[config.mk]
export PLATFORM = sky130hd
export DESIGN_NAME = cpuc_mem_ctrl
export DESIGN_NICKNAME = d
export VERILOG_FILES = /design/src/rtl/cpuc_package.sv /design/src/rtl/cpuc_mem_ctrl_align.sv /design/src/rtl/cpuc_mem_ctrl.sv
export SDC_FILE = /design/constraint.sdc
export NUM_CORES = 1
export LEC_CHECK = 0
export BUFFER_PORTS_ARGS = -buffer_cell sky130_fd_sc_hd__buf_2
export CAP_MARGIN = 10
export CORE_MARGIN = 4
export CORE_UTILIZATION = 40
export DETAILED_ROUTE_END_ITERATION = 7
export MAX_ROUTING_LAYER = met4
export PLACE_DENSITY = 0.65
export SYNTH_ARGS = -nofsm -noshare
export SYNTH_HDL_FRONTEND = slang
export SYNTH_SLANG_ARGS = --single-unit
[constraint.sdc]
create_clock -name clk -period 3.2 [get_ports clk]
set_clock_uncertainty 0.15 [all_clocks]
set_input_delay 0.64 -clock clk [delete_from_list [all_inputs] [get_ports clk]]
set_output_delay 0.64 -clock clk [all_outputs]
set_load 0.05 [all_outputs]
[src/rtl/cpuc_package.sv]
// cpuc_package: shared types and constants for the CPUC memory front-end.
//   CPUC_ADDR_WIDTH - RAM word-address width (ADDR_WIDTH of the controller)
//   CPUC_DATA_WIDTH - RAM word width (the controller supports 32 only)
//   CPUC_BADDR_W    - requester byte-address width (word address + 2)
//   BYTE_OFF_W      - byte-offset width inside a word
//   NUM_MEM_REQ     - number of requesters (0 = core, 1 = debug/loader)
// Also provides CPUC_DFF_AR, the async active-low reset register macro
// (expects clk and rst_n in scope).

`ifndef CPUC_DFF_AR
`define CPUC_DFF_AR(q, d, rv) always_ff @(posedge clk or negedge rst_n) if (!rst_n) q <= (rv); else q <= (d);
`endif

package cpuc_package;
  localparam int CPUC_ADDR_WIDTH = 8;
  localparam int CPUC_DATA_WIDTH = 32;
  localparam int CPUC_BADDR_W    = CPUC_ADDR_WIDTH + 2;
  localparam int BYTE_OFF_W      = 2;
  localparam int NUM_MEM_REQ     = 2;

  typedef enum logic [1:0] {
    MEM_BYTE = 2'd0,
    MEM_HALF = 2'd1,
    MEM_WORD = 2'd2
  } t_mem_size;

  typedef enum logic [1:0] {
    IDLE   = 2'd0,
    ACCESS = 2'd1,
    MERGE  = 2'd2,
    RESP   = 2'd3
  } t_mem_ctrl_state;

  typedef struct packed {
    logic [CPUC_BADDR_W-1:0] addr;
    logic                    wr;
    logic [1:0]              size;
    logic                    uns;
    logic [31:0]             wdata;
  } t_mem_req;

  // Encoding 3 is not a legal size; it behaves as a word access.
  function automatic t_mem_size norm_size(input logic [1:0] s);
    return (s == 2'd3) ? MEM_WORD : t_mem_size'(s);
  endfunction
endpackage

[src/rtl/cpuc_mem_ctrl_align.sv]
// cpuc_mem_align: combinational sub-word datapath.
//   rd_word   in  RAM word to extract a load from
//   old_word  in  RAM word captured for a read-modify-write
//   off       in  byte offset (already aligned to the access size)
//   size      in  access size
//   uns       in  1 = zero-extend, 0 = sign-extend
//   wdata     in  right-aligned store data
//   load_data out extracted, extended load result
//   merged    out old_word with the addressed byte/half replaced

module cpuc_mem_align
  import cpuc_package::*;
(
  input  logic [31:0]           rd_word,
  input  logic [31:0]           old_word,
  input  logic [BYTE_OFF_W-1:0] off,
  input  t_mem_size             size,
  input  logic                  uns,
  input  logic [31:0]           wdata,
  output logic [31:0]           load_data,
  output logic [31:0]           merged
);
  logic [4:0]  sh;
  logic [31:0] shifted;
  logic [31:0] mask;

  always_comb begin
    sh      = {off, 3'b000};
    shifted = rd_word >> sh;
    case (size)
      MEM_BYTE: begin
        load_data = {{24{~uns & shifted[7]}}, shifted[7:0]};
        mask      = 32'h0000_00FF << sh;
      end
      MEM_HALF: begin
        load_data = {{16{~uns & shifted[15]}}, shifted[15:0]};
        mask      = 32'h0000_FFFF << sh;
      end
      default: begin
        load_data = shifted;
        mask      = 32'hFFFF_FFFF;
      end
    endcase
    merged = (old_word & ~mask) | ((wdata << sh) & mask);
  end
endmodule

[src/rtl/cpuc_mem_ctrl.sv]
// cpuc_mem_ctrl: port-b front-end of the CPUC dual-port RAM.
// Arbitrates two byte-addressed requesters (0 = core, 1 = debug) round-robin,
// turns their requests into word accesses, performs read-modify-write for
// sub-word stores and extracts/extends sub-word loads. One transaction at a time.
// Ports:
//   clk, rst_n           clock, asynchronous active-low reset
//   req_valid/req_ready  per-requester handshake (ready is a one-hot grant in IDLE)
//   req_addr/wr/size/unsigned/wdata  per-requester request fields
//   rsp_valid            one-cycle response pulse to the granted requester
//   rsp_rdata, rsp_err   response data (0 for stores) and misalignment flag
//   address_b, wren_b, data_b, q_b   RAM port b (q_b combinational from address_b)
// Build option: CPUC_MEM_CTRL_MISALIGN_TRAP_EN makes misaligned half/word accesses
// respond with rsp_err=1 and no RAM write; otherwise the offset is forced aligned.
// Handshake: a request transfers on the clock edge where valid & ready are both
// high; the requester holds valid and all fields until then. Responses cannot be
// back-pressured.

module cpuc_mem_ctrl
  import cpuc_package::*;
(
  input  logic                                       clk,
  input  logic                                       rst_n,
  input  logic [NUM_MEM_REQ-1:0]                     req_valid,
  output logic [NUM_MEM_REQ-1:0]                     req_ready,
  input  logic [NUM_MEM_REQ-1:0][CPUC_BADDR_W-1:0]   req_addr,
  input  logic [NUM_MEM_REQ-1:0]                     req_wr,
  input  logic [NUM_MEM_REQ-1:0][1:0]                req_size,
  input  logic [NUM_MEM_REQ-1:0]                     req_unsigned,
  input  logic [NUM_MEM_REQ-1:0][31:0]               req_wdata,
  output logic [NUM_MEM_REQ-1:0]                     rsp_valid,
  output logic [31:0]                                rsp_rdata,
  output logic                                       rsp_err,
  output logic [CPUC_ADDR_WIDTH-1:0]                 address_b,
  output logic                                       wren_b,
  output logic [31:0]                                data_b,
  input  logic [31:0]                                q_b
);
  t_mem_ctrl_state state, state_nxt;
  logic            last_grant, last_grant_nxt;
  logic [1:0]      grant;
  logic            accept;
  t_mem_req        sel;
  t_mem_size       acc_size;
  logic [1:0]      acc_off;
  logic            acc_err;

  logic                       txn_id;
  logic [CPUC_ADDR_WIDTH-1:0] txn_addr;
  logic [BYTE_OFF_W-1:0]      txn_off;
  t_mem_size                  txn_size;
  logic                       txn_wr;
  logic                       txn_uns;
  logic                       txn_err;
  logic [31:0]                txn_wdata;
  logic [31:0]                old_word;
  logic [31:0]                rdata_q;
  logic [31:0]                load_data;
  logic [31:0]                merged;

  // Round-robin grant, only while IDLE: on a tie the requester not granted
  // last time wins. last_grant resets to 1 so requester 0 wins the first tie.
  always_comb begin
    grant = 2'b00;
    if (state == IDLE) begin
      if (req_valid == 2'b11) grant = last_grant ? 2'b01 : 2'b10;
      else                    grant = req_valid;
    end
  end
  assign req_ready = grant;
  assign accept    = |grant;

  always_comb begin
    sel.addr  = req_addr[grant[1]];
    sel.wr    = req_wr[grant[1]];
    sel.size  = req_size[grant[1]];
    sel.uns   = req_unsigned[grant[1]];
    sel.wdata = req_wdata[grant[1]];
    acc_size  = norm_size(sel.size);
`ifdef CPUC_MEM_CTRL_MISALIGN_TRAP_EN
    acc_off = sel.addr[1:0];
    acc_err = ((acc_size == MEM_HALF) && sel.addr[0]) ||
              ((acc_size == MEM_WORD) && (sel.addr[1:0] != 2'b00));
`else
    acc_err = 1'b0;
    case (acc_size)
      MEM_HALF: acc_off = {sel.addr[1], 1'b0};
      MEM_WORD: acc_off = 2'b00;
      default:  acc_off = sel.addr[1:0];
    endcase
`endif
  end

  `CPUC_DFF_AR(state, state_nxt, IDLE)
  `CPUC_DFF_AR(last_grant, last_grant_nxt, 1'b1)

  always_comb begin
    state_nxt      = state;
    last_grant_nxt = last_grant;
    case (state)
      IDLE: if (accept) begin
        state_nxt      = ACCESS;
        last_grant_nxt = grant[1];
      end
      ACCESS: state_nxt = (txn_wr && !txn_err && (txn_size != MEM_WORD)) ? MERGE : RESP;
      MERGE:  state_nxt = RESP;
      default: state_nxt = IDLE;
    endcase
  end

  always_ff @(posedge clk or negedge rst_n) begin
    if (!rst_n) begin
      txn_id    <= 1'b0;
      txn_addr  <= '0;
      txn_off   <= '0;
      txn_size  <= MEM_BYTE;
      txn_wr    <= 1'b0;
      txn_uns   <= 1'b0;
      txn_err   <= 1'b0;
      txn_wdata <= '0;
      old_word  <= '0;
      rdata_q   <= '0;
    end else begin
      if (accept) begin
        txn_id    <= grant[1];
        txn_addr  <= sel.addr[CPUC_BADDR_W-1:2];
        txn_off   <= acc_off;
        txn_size  <= acc_size;
        txn_wr    <= sel.wr;
        txn_uns   <= sel.uns;
        txn_err   <= acc_err;
        txn_wdata <= sel.wdata;
      end
      if (state == ACCESS) begin
        old_word <= q_b;
        rdata_q  <= (txn_wr || txn_err) ? 32'h0 : load_data;
      end
    end
  end

  cpuc_mem_align u_align (
    .rd_word   (q_b),
    .old_word  (old_word),
    .off       (txn_off),
    .size      (txn_size),
    .uns       (txn_uns),
    .wdata     (txn_wdata),
    .load_data (load_data),
    .merged    (merged)
  );

  // RAM port: idle at zero outside ACCESS/MERGE. Word stores write in ACCESS,
  // sub-word stores write the merged word in MERGE; errors never write.
  always_comb begin
    address_b = '0;
    wren_b    = 1'b0;
    data_b    = 32'h0;
    if (state == ACCESS) begin
      address_b = txn_addr;
      if (txn_wr && !txn_err && (txn_size == MEM_WORD)) begin
        wren_b = 1'b1;
        data_b = txn_wdata;
      end
    end else if (state == MERGE) begin
      address_b = txn_addr;
      wren_b    = 1'b1;
      data_b    = merged;
    end
  end

  assign rsp_valid = (state == RESP) ? (txn_id ? 2'b10 : 2'b01) : 2'b00;
  assign rsp_rdata = (state == RESP) ? rdata_q : 32'h0;
`ifdef CPUC_MEM_CTRL_MISALIGN_TRAP_EN
  assign rsp_err = (state == RESP) && txn_err;
`else
  assign rsp_err = 1'b0;
`endif
endmodule
==> flow_results.xml, run 1 <==
<?xml version="1.0" encoding="UTF-8"?>
<metrics>
  <group name="status">
    <metric name="status" unit="">complete, no violations</metric>
  </group>
  <group name="yosys">
    <metric name="most_frequent_cell_after_synthesis" unit="">sky130_fd_sc_hd__dfrtp_1</metric>
    <metric name="synth_enable_flop_cells" unit="">0</metric>
    <metric name="yosysSeqAreaShare" unit="%">42.66</metric>
    <metric name="mappedNetlistArea" unit="mm²">0.006690</metric>
    <metric name="ys_dominant_reg_cell" unit="">sky130_fd_sc_hd__dfrtp_1</metric>
    <metric name="synth_commonest_cells" unit="">sky130_fd_sc_hd__dfrtp_1, sky130_fd_sc_hd__mux2i_1, sky130_fd_sc_hd__nand2_1</metric>
    <metric name="synthTopCellsByArea" unit="">sky130_fd_sc_hd__dfrtp_1, sky130_fd_sc_hd__mux2i_1, sky130_fd_sc_hd__mux2_2</metric>
    <metric name="synth.ff_latch_count" unit="">114</metric>
    <metric name="synth_fp_nets" unit="">842</metric>
    <metric name="yosysWarningCount" unit="">0</metric>
    <metric name="synthDominantAreaCellType" unit="">sky130_fd_sc_hd__dfrtp_1</metric>
    <metric name="fraction_of_registers_with_async_set_reset" unit="%">100.0</metric>
    <metric name="syn_inst" unit="">709</metric>
    <metric name="post_synth.cell_area_avg" unit="µm²">9.436</metric>
    <metric name="yosys.area.top_type_share" unit="%">42.27</metric>
    <metric name="synth_cell_types" unit="">43</metric>
  </group>
  <group name="final_layout">
    <metric name="drive_above_1_share" unit="%">34.42</metric>
    <metric name="n_antenna_cell" unit="">0</metric>
    <metric name="syn2layout_area_growth" unit="%">30.52</metric>
    <metric name="final_util" unit="%">53.03</metric>
    <metric name="seqCellArea" unit="mm²">0.002856</metric>
    <metric name="final_nets" unit="">1038</metric>
    <metric name="filler_cell_count" unit="">1548</metric>
    <metric name="post_layout_nonfiller_instances" unit="">1138</metric>
    <metric name="area_used_by_multi_input_combinational_logic" unit="mm²">0.003597</metric>
  </group>
  <group name="power_and_ir_drop">
    <metric name="irDropWorstVdd" unit="µV">568.1</metric>
    <metric name="power.density_cell_area" unit="mW/mm²">1123</metric>
    <metric name="cellLeakagePower" unit="µW">0.004438</metric>
  </group>
  <group name="placed_design">
    <metric name="dp_cells" unit="">1106</metric>
    <metric name="numPortBuffers" unit="">204</metric>
    <metric name="finalWeightedCongestion" unit="">0.8812</metric>
    <metric name="place_hpwl" unit="mm">15.43</metric>
  </group>
  <group name="global_routing">
    <metric name="grt_antenna_before_repair" unit="">0</metric>
    <metric name="first_global_vias" unit="">5611</metric>
    <metric name="grt_usage" unit="%">22.78</metric>
    <metric name="global_route.overflow_total" unit="">0</metric>
    <metric name="grt_first_pass_wirelength" unit="mm">31.86</metric>
    <metric name="grt_max_degree" unit="">61</metric>
  </group>
  <group name="die">
    <metric name="chipWidth" unit="µm">137.3</metric>
    <metric name="floorplan.initialDensity" unit="%">40.63</metric>
    <metric name="core_area" unit="mm²">0.01647</metric>
    <metric name="die-area" unit="mm²">0.01886</metric>
    <metric name="chipHeight" unit="µm">137.3</metric>
    <metric name="pin_count" unit="">206</metric>
    <metric name="fp-row-count" unit="">47</metric>
  </group>
  <group name="detailed_routing">
    <metric name="first_pass_iters" unit="">4</metric>
    <metric name="postRouteAntennaNets" unit="">0</metric>
    <metric name="vias_per_cell" unit="">5.165</metric>
    <metric name="detailroute.via_count" unit="">5878</metric>
    <metric name="route.final.wire_length" unit="mm">20.64</metric>
    <metric name="remaining_drc_errors" unit="">0</metric>
    <metric name="wire_per_inst" unit="µm">18.14</metric>
    <metric name="drt_iter0_drc" unit="">395</metric>
  </group>
  <group name="sta">
    <metric name="timing.final.crit_period" unit="ns">3.080</metric>
    <metric name="rsz0062_at_grt" unit="">false</metric>
    <metric name="fin_hold_ws" unit="ns">0.02603</metric>
    <metric name="setup_viol_count_final" unit="">0</metric>
    <metric name="max_slew_violation_total_from_the_final_report" unit="">0</metric>
    <metric name="relSlewSlack" unit="%">59.11</metric>
    <metric name="timing_worst_slew_pin_value" unit="ns">0.6110</metric>
    <metric name="hold_violations" unit="">0</metric>
    <metric name="maxClockFrequency" unit="MHz">324.6</metric>
    <metric name="post-route-period-util" unit="%">96.26</metric>
  </group>
  <group name="clock_network">
    <metric name="clockRootBuffer" unit="">sky130_fd_sc_hd__clkbuf_16</metric>
    <metric name="tritoncts.num_buffers" unit="">17</metric>
    <metric name="cts.reportedPaths.clkPinSlew" unit="ns">0.05</metric>
    <metric name="cts_buffer_depth" unit="">2</metric>
    <metric name="post_cts.repair.setup_buffers" unit="">0</metric>
    <metric name="tritoncts_clock_tree" unit="">done</metric>
    <metric name="h-tree-depth" unit="">4</metric>
    <metric name="numClockSinks" unit="">114</metric>
    <metric name="worstSkewPairLatency" unit="ns">0.41</metric>
  </group>
  <group name="critical_path">
    <metric name="critical_path.startpoint_type" unit="">flop</metric>
    <metric name="rr_startpoint" unit="">txn_off[0]</metric>
    <metric name="worstPathMaxFanout" unit="">26</metric>
    <metric name="critical_path_required" unit="ns">2.41</metric>
    <metric name="reg2reg_slack" unit="ns">0.75</metric>
    <metric name="arrival" unit="ns">2.29</metric>
    <metric name="critical_path.endpoint_type" unit="">primary output</metric>
    <metric name="critPathKind" unit="">flop to primary output</metric>
    <metric name="startpoint_of_the_most_critical_setup_path" unit="">state[1]</metric>
  </group>
  <group name="hold_path">
    <metric name="hp-class" unit="">input pin to async pin</metric>
  </group>
  <group name="flow_run">
    <metric name="cap_viol_max_count" unit="">0</metric>
  </group>
</metrics>
-- power breakdown --
part	switching [µW]	internal (µW)	total (µW)
sequential	640	2120	2760
clock	650	1360	2010
combinational	3210	1830	5040
-- cell families (layout without fill, tap and decap cells) --
family	count (synthesis)	after routing	synth area share [%]
other	1	1	0.05605
XOR/XNOR	1	1	0.1309
AND/OR/NAND/NOR	221	221	16.51
flip-flops	114	114	42.66
buffers and inverters	68	277	4.376
AO/OA/AOI/OAI	172	172	15.58
multiplexers	127	127	19.75
adder cells (fa/ha/maj)	5	5	0.9351
-- placed cells by master (no fill, tap or decap), types with 3 or more instances in the layout --
cell type,count
sky130_fd_sc_hd__a211oi_1,8
sky130_fd_sc_hd__a21oi_1,40
sky130_fd_sc_hd__a22o_1,8
sky130_fd_sc_hd__a22oi_1,8
sky130_fd_sc_hd__a32oi_1,8
sky130_fd_sc_hd__and2_1,41
sky130_fd_sc_hd__buf_12,3
sky130_fd_sc_hd__buf_2,186
sky130_fd_sc_hd__buf_4,35
sky130_fd_sc_hd__buf_6,3
sky130_fd_sc_hd__bufinv_16,4
sky130_fd_sc_hd__clkbuf_16,17
sky130_fd_sc_hd__clkbuf_8,3
sky130_fd_sc_hd__clkinv_2,4
sky130_fd_sc_hd__dfrtp_1,111
sky130_fd_sc_hd__ha_1,4
sky130_fd_sc_hd__inv_1,15
sky130_fd_sc_hd__mux2_2,40
sky130_fd_sc_hd__mux2i_1,87
sky130_fd_sc_hd__nand2_1,86
sky130_fd_sc_hd__nand2b_1,3
sky130_fd_sc_hd__nand3b_1,8
sky130_fd_sc_hd__nor2_1,29
sky130_fd_sc_hd__nor2b_1,45
sky130_fd_sc_hd__o21ai_0,69
sky130_fd_sc_hd__o22ai_1,8
sky130_fd_sc_hd__o31ai_1,5
sky130_fd_sc_hd__o31ai_2,5
-- flip-flops by register name (all words and copies together), names as in the netlist --
signal / cells
old_word: 32
rdata_q: 32
txn_wdata: 32
txn_addr: 8
state: 2
txn_off: 2
txn_size: 2
last_grant: 1
txn_id: 1
txn_uns: 1
txn_wr: 1
-- repair_timing --
action	4_1_cts	5_1_grt
hold buffers	0	0
setup endpoints to repair	9	32
resized for setup	6	32
-- layout make-up --
| cell class | instances | area share (%) |
|---|---|---|
| Multi-Input combinational cell | 527 | 41.20 |
| Sequential cell | 114 | 32.71 |
| Timing Repair Buffer | 230 | 15.09 |
| Clock buffer | 22 | 5.431 |
| Tap cell | 220 | 3.152 |
| Clock inverter | 10 | 1.777 |
| Inverter | 15 | 0.6448 |
-- worst max-delay path: stages (launching register included) --
cell and delay, ns:
sky130_fd_sc_hd__dfrtp_1 0.41, sky130_fd_sc_hd__inv_1 0.10, sky130_fd_sc_hd__ha_2 0.22, sky130_fd_sc_hd__buf_8 0.22, sky130_fd_sc_hd__and3_1 0.20, sky130_fd_sc_hd__buf_6 0.23
sky130_fd_sc_hd__a22oi_1 0.13, sky130_fd_sc_hd__o31ai_2 0.10, sky130_fd_sc_hd__buf_4 0.26
-- metal layers --
| metal | track usage [%] | vias to the layer above | share of wire, % | wire, µm |
|---|---|---|---|---|
| met1 | 32.33 | 2725 | 47 | 9723 |
| met3 | 4.383 | 28 | 6.0 | 1245 |
| met4 | 6.541 | 0 | 2.3 | 465 |
| met5 | - | - | 0 | 0 |
| li1 | - | 2883 | - | - |
| met2 | 33.27 | 242 | 45 | 9205 |
-- worst paths after layout --
kind | to | cells past startpoint
worst min register to register | last_grant | 2
worst max register to register | rdata_q[11] | 5
worst max-delay path | data_b[27] | 8
min in group clk | last_grant | 2
max in group asynchronous | rdata_q[1] | 2
worst min-delay path | old_word[31] | 1
-- stage by stage --
stage	TNS, ns	cell area [µm²]	setup WS [ns]	power [µW]
6_report	0	8732	0.1196	9809
5_1_grt	0	8732	0.006656	10440
4_1_cts	0	8662	0.05499	9740
3_5_place_dp	0	8016	0.3811	7658
3_3_place_gp	0	8016	0.4000	7632
2_1_floorplan	-1.417	6690	-0.1771	6225
No activity file was read; power rests on OpenSTA's default activity.
==> run 2: changes to the inputs <==
--- a/config.mk
+++ b/config.mk
@@ -9,8 +9,8 @@
 export CAP_MARGIN = 10
 export CORE_MARGIN = 4
 export CORE_UTILIZATION = 40
+export CTS_CLUSTER_SIZE = 20
 export DETAILED_ROUTE_END_ITERATION = 7
-export MAX_ROUTING_LAYER = met4
 export PLACE_DENSITY = 0.65
 export SYNTH_ARGS = -nofsm -noshare
 export SYNTH_HDL_FRONTEND = slang
==> run 2 against run 1 <==
Die area did not move. Hold slack improved by 0.0074 ns. Largest cell class unchanged. Count of clock-buffer cells in the layout did not move. Highest routed layer unchanged. Total power barely moved.
==> flow_results.xml, run 2 (synthesis results as in run 1) <==
<?xml version="1.0" encoding="UTF-8"?>
<metrics>
  <group name="status">
    <metric name="status" unit="">complete, no violations</metric>
  </group>
  <group name="sta">
    <metric name="hold_violations" unit="">0</metric>
    <metric name="maxClockFrequency" unit="MHz">325.4</metric>
    <metric name="rsz0062_at_grt" unit="">false</metric>
    <metric name="fin_setup_tns" unit="ns">0</metric>
    <metric name="setup_viol_count_final" unit="">0</metric>
    <metric name="relSlewSlack" unit="%">58.66</metric>
    <metric name="timing_worst_slew_pin_value" unit="ns">0.6177</metric>
    <metric name="timing.final.crit_period" unit="ns">3.073</metric>
    <metric name="max_slew_violation_total_from_the_final_report" unit="">0</metric>
    <metric name="fin_hold_ws" unit="ns">0.03346</metric>
    <metric name="post-route-period-util" unit="%">96.03</metric>
  </group>
  <group name="final_layout">
    <metric name="final_nets" unit="">1038</metric>
    <metric name="finish.instance_area" unit="mm²">0.008732</metric>
    <metric name="mostFrequentLayoutCell" unit="">sky130_fd_sc_hd__buf_2</metric>
    <metric name="drive_above_1_share" unit="%">34.42</metric>
    <metric name="largest_registers" unit="">old_word (32), rdata_q (32), txn_wdata (32)</metric>
    <metric name="filler_cell_count" unit="">1548</metric>
    <metric name="n_antenna_cell" unit="">0</metric>
    <metric name="syn2layout_area_growth" unit="%">30.52</metric>
    <metric name="area_used_by_multi_input_combinational_logic" unit="mm²">0.003597</metric>
    <metric name="mostFrequentLayoutCells" unit="">sky130_fd_sc_hd__buf_2, sky130_fd_sc_hd__dfrtp_1, sky130_fd_sc_hd__mux2i_1</metric>
    <metric name="seqCellArea" unit="mm²">0.002856</metric>
  </group>
  <group name="global_routing">
    <metric name="grt_first_pass_wirelength" unit="mm">31.86</metric>
    <metric name="global_route.overflow_total" unit="">0</metric>
    <metric name="grt_max_degree" unit="">61</metric>
    <metric name="grt_usage" unit="%">22.13</metric>
    <metric name="grt_antenna_before_repair" unit="">0</metric>
    <metric name="first_global_vias" unit="">5608</metric>
  </group>
  <group name="clock_network">
    <metric name="numClockSinks" unit="">114</metric>
    <metric name="post_cts_hold_buffer_count" unit="">0</metric>
    <metric name="worstSkewPairLatency" unit="ns">0.41</metric>
    <metric name="cts_buffer_depth" unit="">2</metric>
    <metric name="cts.reportedPaths.clkPinSlew" unit="ns">0.05</metric>
    <metric name="h-tree-depth" unit="">4</metric>
    <metric name="tritoncts.num_buffers" unit="">17</metric>
    <metric name="post_cts.repair.setup_buffers" unit="">0</metric>
    <metric name="clockRootBuffer" unit="">sky130_fd_sc_hd__clkbuf_16</metric>
    <metric name="tritoncts_clock_tree" unit="">done</metric>
  </group>
  <group name="die">
    <metric name="chipHeight" unit="µm">137.3</metric>
    <metric name="chipWidth" unit="µm">137.3</metric>
    <metric name="floorplan.initialDensity" unit="%">40.63</metric>
    <metric name="core_area" unit="mm²">0.01647</metric>
    <metric name="die-area" unit="mm²">0.01886</metric>
    <metric name="fp-row-count" unit="">47</metric>
    <metric name="pin_count" unit="">206</metric>
  </group>
  <group name="placed_design">
    <metric name="numPortBuffers" unit="">204</metric>
    <metric name="placement.cell_area" unit="mm²">0.008016</metric>
    <metric name="finalWeightedCongestion" unit="">0.8671</metric>
    <metric name="place_hpwl" unit="mm">15.43</metric>
  </group>
  <group name="critical_path">
    <metric name="critical_path_required" unit="ns">2.41</metric>
    <metric name="critical_path.endpoint_type" unit="">primary output</metric>
    <metric name="rr_startpoint" unit="">txn_off[0]</metric>
    <metric name="worstPathMaxFanout" unit="">26</metric>
    <metric name="timing.rr.end" unit="">rdata_q[11]</metric>
    <metric name="arrival" unit="ns">2.28</metric>
    <metric name="critPathKind" unit="">flop to primary output</metric>
    <metric name="critical_path.startpoint_type" unit="">flop</metric>
    <metric name="ff2ff_path_depth" unit="">5</metric>
    <metric name="reg2reg_slack" unit="ns">0.77</metric>
  </group>
  <group name="detailed_routing">
    <metric name="detailroute.via_count" unit="">5890</metric>
    <metric name="postRouteAntennaNets" unit="">0</metric>
    <metric name="first_pass_iters" unit="">5</metric>
    <metric name="vias_per_cell" unit="">5.176</metric>
    <metric name="drt_iter0_drc" unit="">472</metric>
    <metric name="remaining_drc_errors" unit="">0</metric>
    <metric name="wire_per_inst" unit="µm">18.16</metric>
    <metric name="route.final.wire_length" unit="mm">20.66</metric>
  </group>
  <group name="power_and_ir_drop">
    <metric name="power.density_cell_area" unit="mW/mm²">1123</metric>
    <metric name="irDropWorstVdd" unit="µV">562.9</metric>
    <metric name="cellLeakagePower" unit="µW">0.004438</metric>
  </group>
  <group name="flow_run">
    <metric name="cap_viol_max_count" unit="">0</metric>
  </group>
  <group name="hold_path">
    <metric name="hp-class" unit="">input pin to async pin</metric>
  </group>
</metrics>
-- run 2: worst max path at each step --
stage          cells past startpoint  slack (ns)  startpoint          to
2_1_floorplan                      6       -0.18    state[1]  data_b[24]
3_3_place_gp                       8        0.40    state[1]  data_b[29]
3_5_place_dp                       8        0.38    state[1]  data_b[27]
4_1_cts                            8        0.05    state[1]  data_b[30]
5_1_grt                            8       0.007    state[0]   data_b[5]
6_report                           8        0.13    state[1]  data_b[27]
-- run 2: cell type report --
class,instances,area share [%]
Multi-Input combinational cell,527,41.20
Sequential cell,114,32.71
Timing Repair Buffer,230,15.09
Clock buffer,22,5.431
Tap cell,220,3.152
Clock inverter,10,1.777
Inverter,15,0.6448
-- run 2: worst max-delay path, cell delays in order, from the launching register on --
cell and delay [ns]:
sky130_fd_sc_hd__dfrtp_1 0.41, sky130_fd_sc_hd__inv_1 0.10, sky130_fd_sc_hd__ha_2 0.22, sky130_fd_sc_hd__buf_8 0.22, sky130_fd_sc_hd__and3_1 0.20, sky130_fd_sc_hd__buf_6 0.23
sky130_fd_sc_hd__a22oi_1 0.13, sky130_fd_sc_hd__o31ai_2 0.10, sky130_fd_sc_hd__buf_4 0.26
-- run 2: what timing repair did --
item,CTS,global route
resized for setup,6,32
cloned,0,0
endpoints found under the setup margin,9,32
pin swaps,0,0
-- run 2: routing by layer --
metal	vias to the layer above	part of all wire, %	track usage [%]
met5	-	0	0
met4	0	2.2	6.541
met3	27	6.2	4.675
met2	228	45	33.13
met1	2754	47	32.23
li1	2881	-	-
-- run 2: power breakdown --
group / total (µW) / switching [µW] / internal (µW)
clock: 2010 / 647 / 1360
combinational: 5040 / 3210 / 1830
sequential: 2770 / 642 / 2120
total: 9810 / 4500 / 5310
-- run 2: through the flow --
step	power (µW)	instances	setup slack, ns	util (%)
2_1_floorplan	6225	709	-0.1771	-
3_3_place_gp	7632	1106	0.4000	48.69
3_5_place_dp	7658	1106	0.3811	48.69
4_1_cts	9740	1138	0.05499	52.61
5_1_grt	10440	1138	0.006733	53.03
6_report	9806	1138	0.1271	53.03
